**src/rtl/mem_arbiter.sv**
```systemverilog
// Two-port arbiter sharing one single-cycle memory between instruction fetch
// and data load/store, with starvation-bounded fetch priority.
module mem_arbiter #(
  parameter int unsigned STARVE_MAX = 3
) (
  input  logic        clk,
  input  logic        rst_n,
  input  logic        if_req_i,
  input  logic [31:0] if_addr_i,
  output logic [31:0] if_rdata_o,
  output logic        if_ack_o,
  input  logic        d_req_i,
  input  logic        d_we_i,
  input  logic [31:0] d_addr_i,
  input  logic [31:0] d_wdata_i,
  input  logic [1:0]  d_size_i,
  input  logic        d_sign_i,
  output logic [31:0] d_rdata_o,
  output logic        d_ack_o,
  output logic        d_err_o,
  output logic [31:0] mem_addr_o,
  output logic [31:0] mem_wdata_o,
  output logic        mem_read_o,
  output logic        mem_write_o,
  output logic        mem_sign_o,
  output logic [3:0]  mem_be_o,
  input  logic [31:0] mem_rdata_i
);

  localparam int unsigned AW  = 32;
  localparam int unsigned DW  = 32;
  localparam int unsigned BEW = 4;
  localparam int unsigned CW  = 2;
  localparam logic [CW-1:0] STARVE_LIM = CW'(STARVE_MAX);

  typedef enum logic [1:0] {
    IDLE  = 2'd0,
    D_ACC = 2'd1,
    I_ACC = 2'd2,
    DONE  = 2'd3
  } state_e;

  state_e          state_q,     state_d;
  logic [CW-1:0]   starve_q,    starve_d;
  logic [DW-1:0]   if_rdata_q,  if_rdata_d;
  logic [DW-1:0]   d_rdata_q,   d_rdata_d;
  logic            if_ack_q,    if_ack_d;
  logic            d_ack_q,     d_ack_d;
  logic            d_err_q,     d_err_d;
  logic [AW-1:0]   mem_addr_q,  mem_addr_d;
  logic [DW-1:0]   mem_wdata_q, mem_wdata_d;
  logic            mem_read_q,  mem_read_d;
  logic            mem_write_q, mem_write_d;
  logic            mem_sign_q,  mem_sign_d;
  logic [BEW-1:0]  mem_be_q,    mem_be_d;

  logic            is_byte_c;
  logic            is_half_c;
  logic            is_word_c;
  logic            misal_c;
  logic [BEW-1:0]  be_c;
  logic            starved_c;
  logic            grant_i_c;
  logic            grant_d_c;
  logic            unused_addr_bits;

  // Fetch words are always aligned, so the low fetch address bits are dropped.
  assign unused_addr_bits = ^if_addr_i[1:0];

  // Data access size, alignment and lane decode.
  always_comb begin
    is_byte_c = (d_size_i == 2'b00);
    is_half_c = (d_size_i == 2'b01);
    is_word_c = d_size_i[1];
    misal_c   = (is_half_c & d_addr_i[0]) | (is_word_c & (d_addr_i[1:0] != 2'b00));
    be_c      = 4'b1111;
    if (is_byte_c) begin
      be_c = 4'b0001 << d_addr_i[1:0];
    end else if (is_half_c) begin
      be_c = d_addr_i[1] ? 4'b1100 : 4'b0011;
    end
  end

  // Data normally wins; a fetch that has lost STARVE_MAX times in a row wins.
  always_comb begin
    starved_c = (starve_q == STARVE_LIM);
    grant_i_c = if_req_i & (~d_req_i | starved_c);
    grant_d_c = d_req_i & ~grant_i_c;
  end

  always_comb begin
    state_d     = state_q;
    starve_d    = starve_q;
    if_rdata_d  = if_rdata_q;
    d_rdata_d   = d_rdata_q;
    if_ack_d    = 1'b0;
    d_ack_d     = 1'b0;
    d_err_d     = 1'b0;
    mem_addr_d  = '0;
    mem_wdata_d = '0;
    mem_read_d  = 1'b0;
    mem_write_d = 1'b0;
    mem_sign_d  = 1'b0;
    mem_be_d    = '0;

    case (state_q)
      IDLE: begin
        if (grant_d_c) begin
          state_d     = D_ACC;
          mem_addr_d  = d_addr_i;
          mem_wdata_d = d_wdata_i;
          mem_sign_d  = d_sign_i;
          mem_read_d  = ~d_we_i & ~misal_c;
          mem_write_d = d_we_i & ~misal_c;
          mem_be_d    = misal_c ? '0 : be_c;
          if (if_req_i && (starve_q != {CW{1'b1}})) begin
            starve_d = starve_q + CW'(1);
          end
        end else if (grant_i_c) begin
          state_d    = I_ACC;
          mem_addr_d = {if_addr_i[AW-1:2], 2'b00};
          mem_read_d = 1'b1;
          mem_be_d   = '1;
          starve_d   = '0;
        end
      end
      D_ACC: begin
        state_d = DONE;
        d_ack_d = 1'b1;
        d_err_d = misal_c;
        if (misal_c) begin
          d_rdata_d = '0;
        end else if (!d_we_i) begin
          d_rdata_d = mem_rdata_i;
        end
      end
      I_ACC: begin
        state_d    = DONE;
        if_ack_d   = 1'b1;
        if_rdata_d = mem_rdata_i;
      end
      DONE: begin
        state_d = IDLE;
      end
      default: begin
        state_d = IDLE;
      end
    endcase
  end

  always_ff @(posedge clk) begin
    if (!rst_n) begin
      state_q     <= IDLE;
      starve_q    <= '0;
      if_rdata_q  <= '0;
      d_rdata_q   <= '0;
      if_ack_q    <= 1'b0;
      d_ack_q     <= 1'b0;
      d_err_q     <= 1'b0;
      mem_addr_q  <= '0;
      mem_wdata_q <= '0;
      mem_read_q  <= 1'b0;
      mem_write_q <= 1'b0;
      mem_sign_q  <= 1'b0;
      mem_be_q    <= '0;
    end else begin
      state_q     <= state_d;
      starve_q    <= starve_d;
      if_rdata_q  <= if_rdata_d;
      d_rdata_q   <= d_rdata_d;
      if_ack_q    <= if_ack_d;
      d_ack_q     <= d_ack_d;
      d_err_q     <= d_err_d;
      mem_addr_q  <= mem_addr_d;
      mem_wdata_q <= mem_wdata_d;
      mem_read_q  <= mem_read_d;
      mem_write_q <= mem_write_d;
      mem_sign_q  <= mem_sign_d;
      mem_be_q    <= mem_be_d;
    end
  end

  assign if_rdata_o  = if_rdata_q;
  assign if_ack_o    = if_ack_q;
  assign d_rdata_o   = d_rdata_q;
  assign d_ack_o     = d_ack_q;
  assign d_err_o     = d_err_q;
  assign mem_addr_o  = mem_addr_q;
  assign mem_wdata_o = mem_wdata_q;
  assign mem_read_o  = mem_read_q;
  // A store is never presented to memory while reset is asserted.
  assign mem_write_o = mem_write_q & rst_n;
  assign mem_sign_o  = mem_sign_q;
  assign mem_be_o    = mem_be_q;

endmodule
```
**config.mk**
```make
export PLATFORM = sky130hd
export DESIGN_NAME = mem_arbiter
export DESIGN_NICKNAME = d
export VERILOG_FILES = /design/src/rtl/mem_arbiter.sv
export SDC_FILE = /design/constraint.sdc
export NUM_CORES = 1
export LEC_CHECK = 0
export ABC_AREA = 1
export CAP_MARGIN = 20
export CORE_ASPECT_RATIO = 0.8
export CORE_MARGIN = 10
export CORE_UTILIZATION = 42
export CTS_CLUSTER_SIZE = 16
export DETAILED_ROUTE_END_ITERATION = 12
export PLACE_DENSITY = 0.94
export SLEW_MARGIN = 20
export SYNTH_ARGS = -nofsm -noshare
export SYNTH_HDL_FRONTEND = slang
export SYNTH_SLANG_ARGS = --single-unit
```
**constraint.sdc**
```tcl
create_clock -name clk -period 3.8 [get_ports clk]
set_clock_uncertainty 0.2 [all_clocks]
set_input_delay 0.76 -clock clk [delete_from_list [all_inputs] [get_ports clk]]
set_output_delay 0.76 -clock clk [all_outputs]
set_load 0.01 [all_outputs]
```
Yosys cells after proc, flatten, opt, wreduce, memory -nomap -nowiden:

Cells that the tools add are included.

* register bits: 142
* input port bits: 136
* output and inout bits: 138
* word-level logic and storage cells: 68

* add/subtract/negate cells: 1
* eq/ne operators: 9
* shifts and indexed selects: 1
* muxes and demuxes: 20
* bitwise logic cells: 13
* reductions and logical operators: 11

Operators with widths (number)
* 32-bit 2-to-1 mux: 4
* 4-bit 2-to-1 mux: 6
* 2-bit 2-to-1 mux: 5
* 1-bit AND: 7
* 2-bit == test, second input constant: 3
* 2-bit one-hot mux with 3 select lines: 1
* 2-bit AND reduction: 3
* 3-bit AND reduction: 2
* 2-bit by 1-bit == test with 1-bit output, second input constant: 2
* 2-bit logical NOT: 2
* 1-bit 2-to-1 mux: 4
* 2-bit by 1-bit != test with 1-bit output, second input constant: 2
* 1-bit inverter: 4
* 2-bit nonzero test: 2
* 1-bit by 2-bit << shifter with 4-bit output, first input constant: 1
* 3-bit != test, second input constant: 1
* 2-bit by 1-bit adder with 2-bit output, second input constant: 1
* 2-bit != test, second input constant: 1
* 1-bit OR: 2
* 2-bit OR reduction: 1
* 1-bit logical AND: 1

Longest topological paths before layout:

Gate-level depths: netlist (run 1).

* word-level depth: 7
* gate-level depth with buffers: 8
* depth with buffers taken out: 8

Worst setup path before layout (run 1):

OpenSTA, ideal clock, no wires.

* path type: input-to-output
* start point: input rst_n
* end point: output mem_write_o
* data arrival time: 1.130 ns
* required time: 2.840 ns
* setup slack: 1.710 ns
* stages on the path: 3
* path buffers: 1
* cell sequence: clkbuf_1 > nand2_1 > inv_1

* word-level cells in the longest chain between the ends: 1

RTL lines
* from (decl): RTL line 7 `input logic rst_n,`
* 1-bit AND: RTL line 192 `assign mem_write_o = mem_write_q & rst_n;`
* to (decl): RTL line 24 `output logic mem_write_o,`

No other way between the ends.

Worst setup path after layout (run 1):

* start point: input rst_n
* end point: register mem_addr_q[31] (netlist: mem_addr_o[31])

* word-level cells in the longest chain between the ends: 1

RTL lines
* 2-bit AND reduction (no line)
* to (signal assigned): RTL line 174 `mem_addr_q <= mem_addr_d;`
* to (decl): RTL line 50 `logic [AW-1:0] mem_addr_q, mem_addr_d;`

No other way between the ends.
A chain may end at the register's enable or synchronous reset.

==> results of run 1 <==
## cell usage in the layout (no fill, tap or decap), drive strengths merged
cell type,synthesis,routed
a21oi,38,38
buf,21,6
bufinv,0,2
clkbuf,17,20
clkdlybuf4s50,0,271
clkinv,1,9
clkinvlp,0,1
dfxtp,142,142
ha,4,4
inv,79,79
nand2,56,56
nand3,36,36
nand4,32,32
nor2,106,106
nor3,1,1
o21ai,66,66
o31ai,1,1
or2,1,1
## flip-flops by register name, indices dropped and copies added, names as in the netlist
| signal | count |
|---|---|
| starve_q | 2 |
| mem_sign_o | 1 |
| mem_be_o | 4 |
| d_rdata_o | 32 |
| if_rdata_o | 32 |
| if_ack_o | 1 |
| state_q | 2 |
| mem_wdata_o | 32 |
| d_err_o | 1 |
| d_ack_o | 1 |
| mem_addr_o | 32 |
| mem_write_q | 1 |
| mem_read_o | 1 |
## final timing paths
path / slack, ps / start / to
max: 870 / rst_n / mem_addr_o[31]$_SDFF_PN0_
min: 260 / d_rdata_o[21]$_SDFFE_PN0P_ / d_rdata_o[21]$_SDFFE_PN0P_
max reg2reg: 1430 / state_q[0]$_SDFFE_PN0P_ / if_rdata_o[17]$_SDFFE_PN0P_
min reg2reg: 260 / d_rdata_o[21]$_SDFFE_PN0P_ / d_rdata_o[21]$_SDFFE_PN0P_
## per-layer routing
metal	vias to the layer above	part of all wire, %	global-route usage, %
li1	2442	-	-
met2	270	50	40.7
met4	2	3.9	10.2
met3	50	12	10.7
met1	2415	35	23.7
met5	-	0.054	0
## logic make-up (layout without fill, tap and decap cells)
| group | Yosys count | after routing | share of synthesized area [%] |
|---|---|---|---|
| buf+inv | 118 | 388 | 10.3 |
| flops | 142 | 142 | 57.0 |
| simple gates | 232 | 232 | 20.8 |
| fa+ha+maj | 4 | 4 | 1.00 |
| compound gates | 105 | 105 | 10.8 |
## layout make-up
type                       instances  area, sq um
tap                              148          185
fill                             799         3270
timing repair buffer             277         2780
multi-input combinational        341         1630
clock buffer                      20          437
clock inverter                    11          119
sequential                       142         2840
inverter                          80          300
## worst reg2reg max path, delay by kind of cell (launching register included)
family / cells / cell delay [ps]
DFF: 1 / 320
adders and majority gates: 1 / 590
and+or+nand+nor: 2 / 380
buffers and inverters: 2 / 770
## through the flow
| step | total power, W | instances | setup slack, ps |
|---|---|---|---|
| 3_5_place_dp | 0.00297 | 987 | 615 |
| 6_report | 0.00454 | 1019 | 867 |
| 2_1_floorplan | 0.00231 | 601 | 1710 |
| 4_1_cts | 0.00457 | 1018 | 808 |
| 5_1_grt | 0.00474 | 1019 | 723 |
| 3_3_place_gp | 0.00293 | 987 | 752 |
## power breakdown
part | internal (W) | leakage (nW) | switching (W)
Sequential | 0.00169 | 1.16 | 0.0000873
Combinational | 0.000564 | 2.02 | 0.000616
Clock | 0.000960 | 0.274 | 0.000626
==> run metrics, run 1 <==
status=finished clean; # DRC=0; Synth top area share=57.0%; worst min path class=flop to flop; Final Max Tran Viols=0; syn_area_per_cell=8.30 sq um; Warnings, synthesis=0; type of element capturing the critical path=flop; Post-CTS Setup Inserts=0; Crit Path Category=primary input to flop; Die H=117 microns; Area Overhead vs Synth=66.3%; first-pass GRT wire length=30700 microns; WP data required=3880 ps; biggest area consumer among synthesized cells=dfxtp_1; WL final=20500 microns; CTS tree=yes; Post-CTS Hold Fix Bufs=0; syn nets=741; maxcap violations=0; routed vias=5179; Max VDD drop=0.434 mV; placed inst area=0.00771 sq mm; Die W=142 microns; CP delay by family, top=buffers and inverters; grt ovf=0; Port Buf Inserts=271; synth top area cells=dfxtp_1 57%, nor2_1 8.0%, inv_1 5.8%; WHS Path Cells=2; initial core utilization=43.1%; synthesized cell area=0.00499 sq mm; leak pwr=3.45 nW; Final #Nets=999; GRT Overall Usage=23.5%; Seq/Total Area, Yosys=57.0%; power per cell area=548 mW/mm^2; worst-path maximum fanout=38; Worst Path Buf+Inv=3; period utilisation layout=77.2%; Final Hold Slack=259 ps; CTS buffer count=17; Final HPWL DP=14800 microns; Antenna Cells=0; Post-synth ARST share=0%; initial antenna violation count=1; drt wl/cell=20.2 microns; RePlAce Congestion=0.836; Clock Root Buffer=clkbuf_16; Mapped Cells=601; Post-DRT Antenna Nets=0; most numerous cell in the Yosys netlist=dfxtp_1; drt initial violations=315; most instantiated cells after synthesis=142 x dfxtp_1, 106 x nor2_1, 77 x inv_1; clock tree sinks=142; die area=0.0167 sq mm; Setup TNS=0 ps; post-synthesis register bit count=142; Clock Latency Late Sink=400 ps; final number of hold-violating endpoints=0; H-Tree Level Count=4; Worst Reg-to-Reg Cells=5; Site Rows=35; clock buffer depth=2; DRT Pass-1 Iters=5; number of synthesized flops with an enable pin=0; min Tclk post-route=2930 ps; Rel. slew slack=25.5%; Highest Clock Rate=0.341 GHz; WP data arrival=3020 ps; Main synth FF type=dfxtp_1; Via density=5.08; critical path depth=6; fin area=0.00829 sq mm; endpoints failing setup=0; RSZ-0062 raised after global routing=no; Worst Max-Slew Pin Slew=1120 ps; crit path max-delay cell type=clkdlybuf4s50_1; number of distinct library cells after synthesis=24; startpoint types=primary input; core area=0.0116 sq mm; pin count of the biggest net entering global routing=39; clock-pin transition on the worst setup and hold timing paths=60 ps; IO Pins=274; post-cts resize count=0; critical path's largest stage delay=510 ps; final core utilization=71.7%; vias in the first global route=5232; worst-path cell chain=clkdlybuf4s50_1 -> buf_4 -> nand2_1 -> inv_2 -> nand3_4 -> o21ai_0; share of layout cells above drive strength 1=5.05%
No activity file was read; power rests on OpenSTA's default activity.
==> run 2, diff against run 1 <==
--- a/config.mk
+++ b/config.mk
@@ -9,10 +9,10 @@
 export CAP_MARGIN = 20
 export CORE_ASPECT_RATIO = 0.8
 export CORE_MARGIN = 10
-export CORE_UTILIZATION = 42
+export CORE_UTILIZATION = 35
 export CTS_CLUSTER_SIZE = 16
 export DETAILED_ROUTE_END_ITERATION = 12
-export PLACE_DENSITY = 0.94
+export PLACE_DENSITY = 0.85
 export SLEW_MARGIN = 20
 export SYNTH_ARGS = -nofsm -noshare
 export SYNTH_HDL_FRONTEND = slang
==> constraint.sdc (replaced) <==
create_clock -name clk -period 2.52 [get_ports clk]
set_clock_uncertainty 0.2 [all_clocks]
set_input_delay 0.504 -clock clk [delete_from_list [all_inputs] [get_ports clk]]
set_output_delay 0.504 -clock clk [all_outputs]
set_load 0.01 [all_outputs]
==> run 2 against run 1 <==
- final cell count rose by 4.0%
- sequential power rose by 49%
- first-iteration DRC count fell by 7.9%
- non-clock buffer count rose by 8
- clock power rose by 48%
- combinational power rose by 49%
- critical endpoint is now mem_write_o
- largest power group unchanged
==> run metrics, run 2 (same netlist as run 1, synthesis figures left out) <==
IO Pins=274 (unchanged); power per cell area=808 mW/mm^2 (+47%); Site Rows=38 (+8.6%); most common cell after layout, fill and taps aside=clkdlybuf4s50_1; first-pass GRT wire length=28500 microns (-7.0%); reg2reg start=state_q[0]$_SDFFE_PN0P_; pre-CTS WS=-67.7 ps (-683 ps); post-cts resize count=0 (unchanged); drt initial violations=290 (-7.9%); core area=0.0137 sq mm (+19%); Hold Path End=d_rdata_o[22]$_SDFFE_PN0P_; WL final=18700 microns (-9.2%); Clock Latency Late Sink=400 ps (about the same); Die W=153 microns (+8.2%); Die H=127 microns (+7.9%); period utilisation layout=93.8%; H-Tree Level Count=4 (unchanged); cell mode on critical path=clkdlybuf4s50_1; share of layout cells above drive strength 1=6.25% (+1.2 points); worst-path maximum fanout=2 (-95%); crit path max-delay cell type=clkdlybuf4s50_1; fin area=0.00838 sq mm (+1.0%); most frequent cells in the layout=271 x clkdlybuf4s50_1, 142 x dfxtp_1, 106 x nor2_1, 77 x inv_1, 51 x nand2_1; # DRC=0 (unchanged); switching power=0.00206 W (+55%); Clk pwr share=34.7% (-0.2 points); Highest Clock Rate=0.423 GHz; Seq pwr share=39.3% (+0.2 points); Gate power share=26.0% (about the same); startpoint types=primary input; clock tree sinks=142 (unchanged); clock-pin transition on the worst setup and hold timing paths=70 ps (about the same); initial core utilization=36.3% (-6.8 points); Setup TNS=0 ps (unchanged); Port Buf Inserts=271 (unchanged); Final WS setup=157 ps (-710 ps); GRT Overall Usage=18.3% (-5.2 points); worst-path cell chain=clkdlybuf4s50_1 -> nand2_1 -> inv_1 -> clkdlybuf4s50_1; Antenna Cells=0 (unchanged); clock buffer depth=2 (unchanged); initial antenna violation count=1 (unchanged); placed inst area=0.00783 sq mm (+1.6%); endpoints failing setup=0 (unchanged); Final Max Tran Viols=0 (unchanged); Clock Root Buffer=clkbuf_16; R2R Path End=mem_addr_o[31]$_SDFF_PN0_; Post-CTS Hold Fix Bufs=0 (unchanged); WP data arrival=1660 ps (-1360 ps); Final #Nets=1007 (+0.80%); CTS tree=yes; WHS Path Cells=2 (unchanged); final number of hold-violating endpoints=0 (unchanged); Worst Max-Slew Pin Slew=427 ps (-689 ps); CTS buffer count=17 (unchanged); pin count of the biggest net entering global routing=39 (unchanged); Post-CTS Setup Inserts=0 (unchanged); vias in the first global route=4925 (-5.9%); Setup crit start=rst_n; type of element capturing the critical path=output pin; Final Hold Slack=261 ps (+2.65 ps); Max VDD drop=0.554 mV (+28%); critical path's largest stage delay=550 ps (+40 ps); Crit Path Category=primary input to output pin; Worst R2R Setup Slack=700 ps (-730 ps); status=finished clean; leak pwr=3.49 nW (+1.1%); Internal Dissipation=0.00471 W (+47%); drt wl/cell=17.6 microns (-13%); hold_sp=d_rdata_o[22]$_SDFFE_PN0P_; grt ovf=0 (unchanged); min Tclk post-route=2360 ps; Sw Share=30.4% (+1.2 points); Via density=4.69 (-7.7%); worst min path class=flop to flop; maxcap violations=0 (unchanged); routed vias=4973 (-4.0%); Post-DRT Antenna Nets=0 (unchanged); RePlAce Congestion=0.820 (-1.9%); die area=0.0195 sq mm (+17%); Worst Reg-to-Reg Cells=6 (+1); Rel. slew slack=71.5% (+46 points); Final HPWL DP=14200 microns (-3.9%); DRT Pass-1 Iters=4 (-1); WP data required=1820 ps (-2060 ps); RSZ-0062 raised after global routing=no; Area Overhead vs Synth=68.0%
==> run 2: worst max-delay path by stage <==
stage | endpoint
detailed placement | mem_addr_o[3]$_SDFF_PN0_
finish | mem_write_o
CTS | mem_write_o
global route | mem_write_o
floorplan | mem_write_o
global placement | mem_addr_o[31]$_SDFF_PN0_
==> run 2: final cells by class <==
type	instances	area (sq um)
multi-input combinational	341	1630
sequential	142	2840
fill	1187	5360
tap	180	225
timing repair buffer	285	2830
clock buffer	17	425
inverter	80	300
clock inverter	15	126
==> run 2: power groups by stage <==
stage               registers [W]  logic (W)  clock network [W]
finish                    0.00266    0.00176            0.00235
detailed placement        0.00271    0.00178                  0
global route              0.00270    0.00191            0.00250
CTS                       0.00267    0.00179            0.00241
global placement          0.00270    0.00175                  0
floorplan                 0.00285   0.000634                  0
==> run 2: routing by layer <==
metal	track usage [%]	part of all wire, %
met4	3.83	0.61
met3	8.00	10
met2	31.6	49
met1	20.6	39
met5	0	0.091
==> run 2: worst max-delay path: cells and delay by family <==
kind	cells	cell delay, ps
simple gates	1	70
buf+inv	3	1080
==> run 2: per-stage QoR <==
step | power (W) | cells | util, %
final | 0.00677 | 1060 | 61.0
after CTS | 0.00687 | 1060 | 61.0
after global placement | 0.00445 | 1028 | 57.0
after detailed placement | 0.00449 | 1028 | 57.0
after global routing | 0.00711 | 1060 | 61.0
after floorplan | 0.00348 | 601 | -
==> run 3, diff against run 2 <==
--- a/config.mk
+++ b/config.mk
@@ -7,11 +7,11 @@
 export LEC_CHECK = 0
 export ABC_AREA = 1
 export CAP_MARGIN = 20
-export CORE_ASPECT_RATIO = 0.8
 export CORE_MARGIN = 10
 export CORE_UTILIZATION = 35
 export CTS_CLUSTER_SIZE = 16
 export DETAILED_ROUTE_END_ITERATION = 12
+export HOLD_SLACK_MARGIN = 0.08
 export PLACE_DENSITY = 0.85
 export SLEW_MARGIN = 20
 export SYNTH_ARGS = -nofsm -noshare
==> run 3 against run 2 <==
- clock-buffer cell count unchanged
- combinational power is essentially flat
- largest cell class is now non-clock buffers
- critical endpoint unchanged
- hold slack worse by 1.4 ps
- fmax is 0.98% lower
- design area is 0.85% higher
==> run metrics, run 3 (same netlist as run 1, synthesis figures left out) <==
Post-DRT Antenna Nets=0 (unchanged); Seq pwr share=38.4% (-0.9 points); clock buffer depth=2 (unchanged); Clk pwr share=35.8% (+1.1 points); GRT Overall Usage=18.5% (+0.21 points); fill cell count=1174 (-1.1%); Post-CTS Setup Inserts=0 (unchanged); vias in the first global route=5042 (+2.4%); Die H=139 microns (+9.9%); Final Hold Slack=260 ps (-1.40 ps); worst min path class=flop to flop; Max VDD drop=0.725 mV (+31%); WL final=18700 microns (about the same); WP data required=1820 ps (about the same); type of element capturing the critical path=output pin; Port Buf Inserts=271 (unchanged); power per cell area=822 mW/mm^2 (+1.7%); Sw Share=29.3% (-1.2 points); endpoints failing setup=0 (unchanged); initial core utilization=35.8% (-0.51 points); Highest Clock Rate=0.419 GHz (-0.98%); Final HPWL DP=14000 microns (-1.7%); most common cell after layout, fill and taps aside=clkdlybuf4s50_1; Setup TNS=0 ps (unchanged); first-pass GRT wire length=28700 microns (+0.70%); most frequent cells in the layout=271 x clkdlybuf4s50_1, 142 x dfxtp_1, 106 x nor2_1, 77 x inv_1, 51 x nand2_1; DR WL met2=9240 microns (about the same); die area=0.0194 sq mm (-0.15%); Worst Max-Slew Pin Slew=629 ps (+201 ps); final number of hold-violating endpoints=0 (unchanged); Crit Path Category=primary input to output pin; CP delay by family, top=buffers and inverters; Final #Nets=1007 (unchanged); maxcap violations=0 (unchanged); status=finished clean; Area Overhead vs Synth=69.4%; clock-pin transition on the worst setup and hold timing paths=60 ps (about the same); clock tree sinks=142 (unchanged); # DRC=0 (unchanged); crit path max-delay cell type=clkdlybuf4s50_1; RSZ-0062 raised after global routing=no; Via density=4.69 (about the same); leak pwr=3.52 nW (+0.83%); drt wl/cell=17.6 microns (about the same); cell mode on critical path=clkdlybuf4s50_1; Final WS setup=134 ps (-23.5 ps); CTS tree=yes; share of layout cells above drive strength 1=6.25% (unchanged); Die W=139 microns (-9.2%); critical path's largest stage delay=560 ps (about the same); H-Tree Level Count=4 (unchanged); Site Rows=43 (+13%); grt ovf=0 (unchanged); drt initial violations=252 (-13%); DRT met1 WL=7300 microns (-0.65%); worst-path maximum fanout=2 (unchanged); pre-CTS WS=-72.2 ps (-4.53 ps); FF+latch area=0.00284 sq mm (unchanged); post-cts resize count=0 (unchanged); multi-input logic area=0.00163 sq mm (unchanged); pin count of the biggest net entering global routing=39 (unchanged); min Tclk post-route=2390 ps (+23.5 ps); max layer used=met4; met3 routed WL=1860 microns (-4.6%); Rel. slew slack=58.1% (-13 points); Antenna Cells=0 (unchanged); worst-path cell chain=clkdlybuf4s50_1 -> nand2_1 -> inv_1 -> clkdlybuf4s50_1; core area=0.0139 sq mm (+1.4%); CTS buffer count=17 (unchanged); Clock Latency Late Sink=410 ps (about the same); total power=0.00694 W (+2.5%); Worst Path Buf+Inv=3 (unchanged); RePlAce Congestion=0.845 (+3.0%); Gate power share=25.8% (-0.2 points); switching power=0.00203 W (-1.3%); period utilisation layout=94.7% (+0.93 points); routed vias=4974 (+0.020%); initial antenna violation count=1 (unchanged); Final Max Tran Viols=0 (unchanged); WP data arrival=1680 ps (+20 ps); Internal Dissipation=0.00491 W (+4.2%); DRT Pass-1 Iters=5 (+1); startpoint types=primary input; IO Pins=274 (unchanged); Clock Root Buffer=clkbuf_16; Post-CTS Hold Fix Bufs=0 (unchanged)
-- run 3: layout make-up --
type                            instances  share of cell area (%)
Tap cell                              180                    2.67
Inverter                               80                    3.55
Clock buffer                           17                    5.03
Multi-Input combinational cell        341                    19.3
Timing Repair Buffer                  285                    33.9
Sequential cell                       142                    33.6
Clock inverter                         15                    1.90
-- run 3: per-layer routing --
metal  up-vias  GRT usage, %
li1       2458             -
met1      2282          20.3
met2       215          31.3
met3        19          8.81
met4         0          4.89
met5         -             0
-- run 3: per-stage QoR --
stage / std cells / util [%] / cell area [sq um]
6_report: 1060 / 60.6 / 8450
5_1_grt: 1060 / 60.6 / 8450
4_1_cts: 1060 / 60.6 / 8450
3_5_place_dp: 1028 / 56.4 / 7870
3_3_place_gp: 1028 / 56.4 / 7870
2_1_floorplan: 601 / - / 4990
-- run 3: path summary, 6_finish.rpt --
| kind | start | endpoint | cells past startpoint | slack (ps) |
|---|---|---|---|---|
| worst min register to register | d_rdata_o[13]$_SDFFE_PN0P_ | d_rdata_o[13]$_SDFFE_PN0P_ | 2 | 260 |
| worst max-delay path | rst_n | mem_write_o | 4 | 130 |
| worst max register to register | state_q[1]$_SDFFE_PN0P_ | d_rdata_o[6]$_SDFFE_PN0P_ | 5 | 660 |
| worst min-delay path | d_rdata_o[13]$_SDFFE_PN0P_ | d_rdata_o[13]$_SDFFE_PN0P_ | 2 | 260 |
-- run 3: tightest hold or removal path, stage by stage, from the launching register on --
cell     delay [ps]
dfxtp_1         310
nand2_1          60
a21oi_1          50
-- run 3: power by group through the flow --
stage	Clock, W	Combinational (W)	Sequential [W]
floorplan	0	0.000634	0.00285
global placement	0	0.00178	0.00270
detailed placement	0	0.00181	0.00271
CTS	0.00254	0.00182	0.00267
global route	0.00264	0.00196	0.00270
finish	0.00248	0.00179	0.00267
